$ cat config.mk
export PLATFORM = sky130hd
export DESIGN_NAME = execute_wb_port
export DESIGN_NICKNAME = d
export VERILOG_FILES = /design/src/rtl/execute_wb_port_pkg.sv /design/src/rtl/execute_wb_port.sv
export SDC_FILE = /design/constraint.sdc
export NUM_CORES = 1
export LEC_CHECK = 0
export CAP_MARGIN = 40
export CORE_MARGIN = 1.5
export CORE_UTILIZATION = 45
export CTS_CLUSTER_DIAMETER = 100
export DETAILED_ROUTE_END_ITERATION = 8
export GPL_TIMING_DRIVEN = 0
export PLACE_DENSITY = 0.72
export SETUP_SLACK_MARGIN = 0.2
export SLEW_MARGIN = 15
export SYNTH_ARGS = -nofsm -noshare
export SYNTH_HDL_FRONTEND = slang
export SYNTH_SLANG_ARGS = --single-unit
export TNS_END_PERCENT = 10
$ cat constraint.sdc
create_clock -name clk -period 6.3 [get_ports clk]
set_clock_uncertainty 0.2 [all_clocks]
set_input_delay 1.575 -clock clk [delete_from_list [all_inputs] [get_ports clk]]
set_output_delay 1.575 -clock clk [all_outputs]
set_load 0.01 [all_outputs]
$ cat src/rtl/execute_wb_port_pkg.sv
// Common execute/writeback types: the result pack an execute unit hands to writeback.
package execute_wb_port_pkg;

    typedef struct packed {
        logic        enable;
        logic        valid;
        logic        has_exception;
        logic [3:0]  exception_cause;
        logic [4:0]  rd_addr;
        logic [31:0] rd_value;
        logic [5:0]  rob_tag;
    } execute_wb_pack_t;

    localparam int EXECUTE_WB_PACK_W = $bits(execute_wb_pack_t);

endpackage

$ cat src/rtl/execute_wb_port.sv
// Small FIFO between an execute unit and writeback, cleared by pipeline flush.
// Define WB_PORT_BYPASS_EN to present a push into an empty buffer in the same cycle.
module execute_wb_port
    import execute_wb_port_pkg::*;
#(
    parameter int DEPTH = 2,
    localparam int DEPTH_W = $clog2(DEPTH)
) (
    input  logic             clk,
    input  logic             rst,
    input  execute_wb_pack_t data_in,
    input  logic             we,
    input  logic             flush,
    output execute_wb_pack_t data_out,
    output logic             data_out_valid,
    input  logic             pop,
    output logic             full,
    output logic [DEPTH_W:0] count
);

    execute_wb_pack_t entries [DEPTH];
    logic [DEPTH_W:0] rptr;
    logic [DEPTH_W:0] wptr;
    logic             empty;
    logic             push_ok;
    logic             do_push;
    logic             do_pop;
    execute_wb_pack_t head;

    assign empty = (rptr == wptr);
    assign full  = (rptr[DEPTH_W-1:0] == wptr[DEPTH_W-1:0]) && (rptr[DEPTH_W] != wptr[DEPTH_W]);
    assign count = wptr - rptr;
    assign head  = entries[rptr[DEPTH_W-1:0]];

    // full blocks we regardless of pop, so pop never feeds back into acceptance
    assign push_ok = we && !full && !flush;

`ifdef WB_PORT_BYPASS_EN
    logic bypass_hit;
    logic bypass_consumed;

    assign bypass_hit      = empty && push_ok;
    assign bypass_consumed = bypass_hit && pop;
    assign data_out        = bypass_hit ? data_in : head;
    assign data_out_valid  = !empty || bypass_hit;
    // a bypassed result that is popped the same cycle is never written
    assign do_push         = push_ok && !bypass_consumed;
    assign do_pop          = pop && !empty && !flush;
`else
    assign data_out        = head;
    assign data_out_valid  = !empty;
    assign do_push         = push_ok;
    assign do_pop          = pop && !empty && !flush;
`endif

    always_ff @(posedge clk) begin
        if (rst) begin
            rptr <= '0;
            wptr <= '0;
        end else if (flush) begin
            rptr <= '0;
            wptr <= '0;
        end else begin
            if (do_push) wptr <= wptr + 1'b1;
            if (do_pop)  rptr <= rptr + 1'b1;
        end
    end

    // storage is left unreset; data_out is only meaningful with data_out_valid
    always_ff @(posedge clk) begin
        if (do_push) entries[wptr[DEPTH_W-1:0]] <= data_in;
    end

endmodule

Word-level counts from Yosys, hierarchy flattened --
Memories as Yosys holds them, arrays and structs flattened. A register that Yosys moved wholly into a read port is not among the register bits. Cells that the tools add are included.
Word-level totals: bits in registers 4, bits in writable memories 100, input port bits 55, memories kept 1
Operators by class: $add $sub $neg 3, equal/unequal tests 3, mux-type cells 4, reductions and logical operators 9
Memories:
- entries | depth 2, width 50, rd ports 1, clocked after memory_dff 1, wr ports 1, line execute_wb_port.sv:21 | execute_wb_pack_t entries [DEPTH];
Operator list (number):
- logical AND 1 bit | 5
- adder 2 x 1 -> 2 bit, second input constant | 2
- two-way mux 1 bit | 4
- zero test 1 bit | 3
- equality test 2 bit | 1
- OR reduction 2 bit | 1
- subtractor 2 bit | 1
- equality test 1 bit | 1
- != test 1 bit | 1

Logic depth before layout (Yosys ltp) --
word-level depth 7, gate-level depth with buffers 5

Worst setup path before layout --
Ideal clock, no wire load.
path type input-to-reg, start point input flush, end point memory entries[0][0] (netlist name) (enable), library setup time 0.519 ns, arrival 5.162 ns, data required time 5.581 ns, slack 0.418 ns, cell stages on the path 2, path buffers 0, path through nand2b_1 nor3_1
Between the ends: cells in the longest elaborated chain, start to end 4
Ends and longest elaborated chain:
- start, declared | line execute_wb_port.sv:13 | input logic flush,
- zero test 1 bit | line execute_wb_port.sv:36 | assign push_ok = we && !full && !flush;
- logical AND 1 bit | line execute_wb_port.sv:36
- two-way mux 1 bit | line execute_wb_port.sv:71 | if (do_push) entries[wptr[DEPTH_W-1:0]] <= data_in;
- two-way mux 1 bit (not written as such) | line execute_wb_port.sv:71
- end, declared | line execute_wb_port.sv:21
No other way between the ends.

Worst setup path after layout --
start point register wptr[0], end point output full
Between the ends: cells in the longest elaborated chain, start to end 2
Ends and longest elaborated chain:
- start, declared | line execute_wb_port.sv:23 | logic [DEPTH_W:0] wptr;
- start signal, assigned | line execute_wb_port.sv:64 | if (do_push) wptr <= wptr + 1'b1;
- equality test 1 bit | line execute_wb_port.sv:31 | assign full = (rptr[DEPTH_W-1:0] == wptr[DEPTH_W-1:0]) && (rptr[DEPTH_W] != wptr[DEPTH_W]);
- logical AND 1 bit | line execute_wb_port.sv:31
- end, declared | line execute_wb_port.sv:17 | output logic full,
No other way between the ends.

==> impl_metrics.yaml <==
run_status:
  outcome: "complete, no violations"
sta:
  post-route-period-util_pct: 62.5
  setup_viol_count_final: 0
  worstMarginPinSlew_ps: 707
  slew_headroom_pct: 52.6
  finalMaxSlewViolations: 0
  max_clock_freq_mhz: 254
  setup_repair_after_global_routing_missed_its_margin: "false"
  period_minus_slack_ps: 3940
  final_hold_viol_count: 0
critical_path:
  timing_worst_setup_path_type: "flip-flop to output port"
  critPathBufInv: 3
  slowest_cell_on_the_critical_path: "clkdlybuf4s50_1"
  critical_path.cell_chain: "inv_1, ha_1, inv_1, nor2_1, clkdlybuf4s50_1"
  worst_path_dominant_cell_family: "buffers and inverters"
  critical_path_required_ps: 4530
  critPathMaxFanout: 6
  library_cell_appearing_most_often_on_the_critical_path: "inv_1"
  worstPathArrival_ps: 2160
  cpPeakStageDelay_ps: 570
  worst_setup_path_end_kind: "output port"
  cp-start-kind: "flip-flop"
clocking:
  post_cts_hold_buffer_count: 0
  cts-root-to-sink-buffers: 2
  post_cts.resized_instances: 0
  cts_inserted_buffers: 9
  ctsHtreeMaxLevel: 3
  cts-root-buf: "clkbuf_8"
  postCtsSetupBuffers: 0
  worstSkewPairLatency_ps: 350
  tritoncts: "built"
  path_clk_slew_ps: 90
  numClockSinks: 105
synth:
  post_synth_fa_ha_maj_area_fraction_pct: 0.321
  synthesis.yosys.warnings: 0
  mappedNetlistNets: 246
  summed_instance_area_of_the_synthesized_netlist_um2: 3900
  synthesized_area_fraction_occupied_by_xor_and_xnor_cells_pct: 0.867
  synth.yosys.seq_area_share_pct: 79.6
  syn_avg_cell_area_um2: 20.5
  synth.distinct_cells: 21
  ys_seq_elements: 105
  synth_top_family_by_area: "multiplexers"
  synth-compound-area-share_pct: 0.867
  synthSimpleGateAreaFrac_pct: 1.67
  syn_inst: 190
  multiplexer_fraction_of_the_synthesized_cell_area_pct: 15.7
global_route:
  antenna_found_initial: 0
  grt_start_max_net_pins: 18
  globalRoute.totalOverflow: 0
  grt.total_usage_pct: 16.2
  grt_pass1_vias: 2214
  grt_first_pass_wirelength_um: 10700
pwr:
  combPwrFrac_pct: 9.2
  seqPwrFrac_pct: 61.6
  leakage_uw: 0.00183
  pwr_density_cell_nw_per_um2: 237
  power_switching_share_pct: 20.7
  cellInternalPower_uw: 1010
  irDropWorstVdd_uv: 153
  net-switching-power_uw: 264
  fraction_of_power_consumed_by_the_clock_network_pct: 29.2
route:
  detail_route.wirelength_um: 7080
  drt_iter0_drc: 61
  drt-pass1-iter-count: 4
  viasPerCell: 4.96
  route.vias.total: 2119
  final_antenna_net_count: 0
  wl_per_cell_um: 16.6
  remaining_drc_errors: 0
cells_and_area:
  syn_to_final_growth_pct: 38.4
  n_antenna_cell: 0
  final_design_utilization_pct: 65.0
  instances_no_fill: 427
  drive_above_1_share_pct: 25.5
  number_of_nets_at_the_end_of_the_flow: 373
floorplan:
  fp.dieArea_um2: 9230
  placement_rows: 33
  initial_core_util_pct: 47.0
  die_height_um: 96.1
  number_of_i_o_pins: 109
  area_inside_the_core_boundary_um2: 8300
  die-width_um: 96.1
worst_hold_path:
  worst_hold_path_type: "flip-flop to flip-flop"
placed_design:
  place.gp.congestion: 0.765
  port_buffers: 108
  dpl.cell_count: 411
  detailed_place_hpwl_um: 5030
run:
  max-cap-violations: 0
## sequential cells by signal, summed over array words and instances (netlist names), named ones only
signal,cells
entries,100
rptr,2
wptr,2
## worst register-to-register path: stages (launching register included)
cell     delay [ps]
dfxtp_1         370
inv_1           110
ha_1            390
inv_1           170
nor2_1           90
nor3_2          600
buf_4           310
buf_4           230
## path summary, 6_finish.rpt
kind | endpoint | startpoint | slack (ps) | cells past startpoint
worst max-delay path | full | wptr[0] | 2360 | 5
worst min register to register | wptr[0] | wptr[0] | 310 | 2
worst min-delay path | wptr[0] | wptr[0] | 310 | 2
worst max register to register | entries[0][25] | wptr[0] | 3550 | 7
## power by group through the flow
stage | Combinational, µW | Clock [µW] | Sequential (µW)
detailed placement | 118 | 0 | 804
global route | 125 | 411 | 790
CTS | 119 | 389 | 788
finish | 117 | 373 | 788
global placement | 111 | 0 | 806
floorplan | 37.3 | 0 | 805
## cell usage after synthesis, drive strengths merged
cell      n  area, µm²
mux2     50        563
dfxtp     5        100
xnor2     2       17.5
o21ai     1       8.76
ha        1       12.5
a21oi     1       5.00
xor2      1       16.3
mux2i     5       50.1
buf       5       25.0
or3       2       13.8
nand2     6       22.5
nand4     1       6.26
edfxtp  100       3000
a211oi    1       12.5
nor3      1       5.00
a21boi    1       7.51
clkbuf    1       3.75
inv       2       7.51
nor2      3       11.3
nand2b    1       6.26
## metal layers
layer	vias to the layer above	global-route usage, %	share of wire (%)
li1	1001	-	-
met1	1037	19.7	42
met2	70	26.5	50
met3	11	5.29	6.1
met4	0	6.50	1.9
met5	-	0	0
## metrics by stage
stage               total power, µW  hold slack, ps  setup slack, ps  TNS (ps)  cell area, µm²
finish                         1280             309             2360         0            5390
global route                   1330             344             2210         0            5390
CTS                            1300             316             2340         0            5390
detailed placement              922             300             2390         0            5220
global placement                917             264            -2110   -105590            5110
floorplan                       842             248              418         0            3900
## cells in the final DEF, fill, tap and decap left out, types with 4 or more instances in the layout
cell type and count:
dfxtp_1 5, clkdlybuf4s50_1 108, edfxtp_1 100, mux2i_1 5, buf_2 5, mux2_2 50, nand2_1 6, clkbuf_8 10
buf_4 4
## cell families (layout without fill, tap and decap cells)
logic type | after synthesis | in the layout
AO/OA/AOI/OAI | 4 | 4
XOR/XNOR | 3 | 3
adder cells (fa/ha/maj) | 1 | 1
buffers and inverters | 8 | 140
flip-flops | 105 | 105
multiplexers | 55 | 55
AND/OR/NAND/NOR | 14 | 14
## cell type report
| type | instances | area (µm²) |
|---|---|---|
| buffer | 6 | 28.8 |
| clock buffer | 12 | 145 |
| clock inverter | 4 | 30.0 |
| fill | 638 | 2910 |
| inverter | 2 | 7.51 |
| multi-input combinational | 77 | 771 |
| sequential | 105 | 3100 |
| tap | 105 | 131 |
| timing repair buffer | 116 | 1180 |
Note: power is estimated with default switching activity, not from simulation.
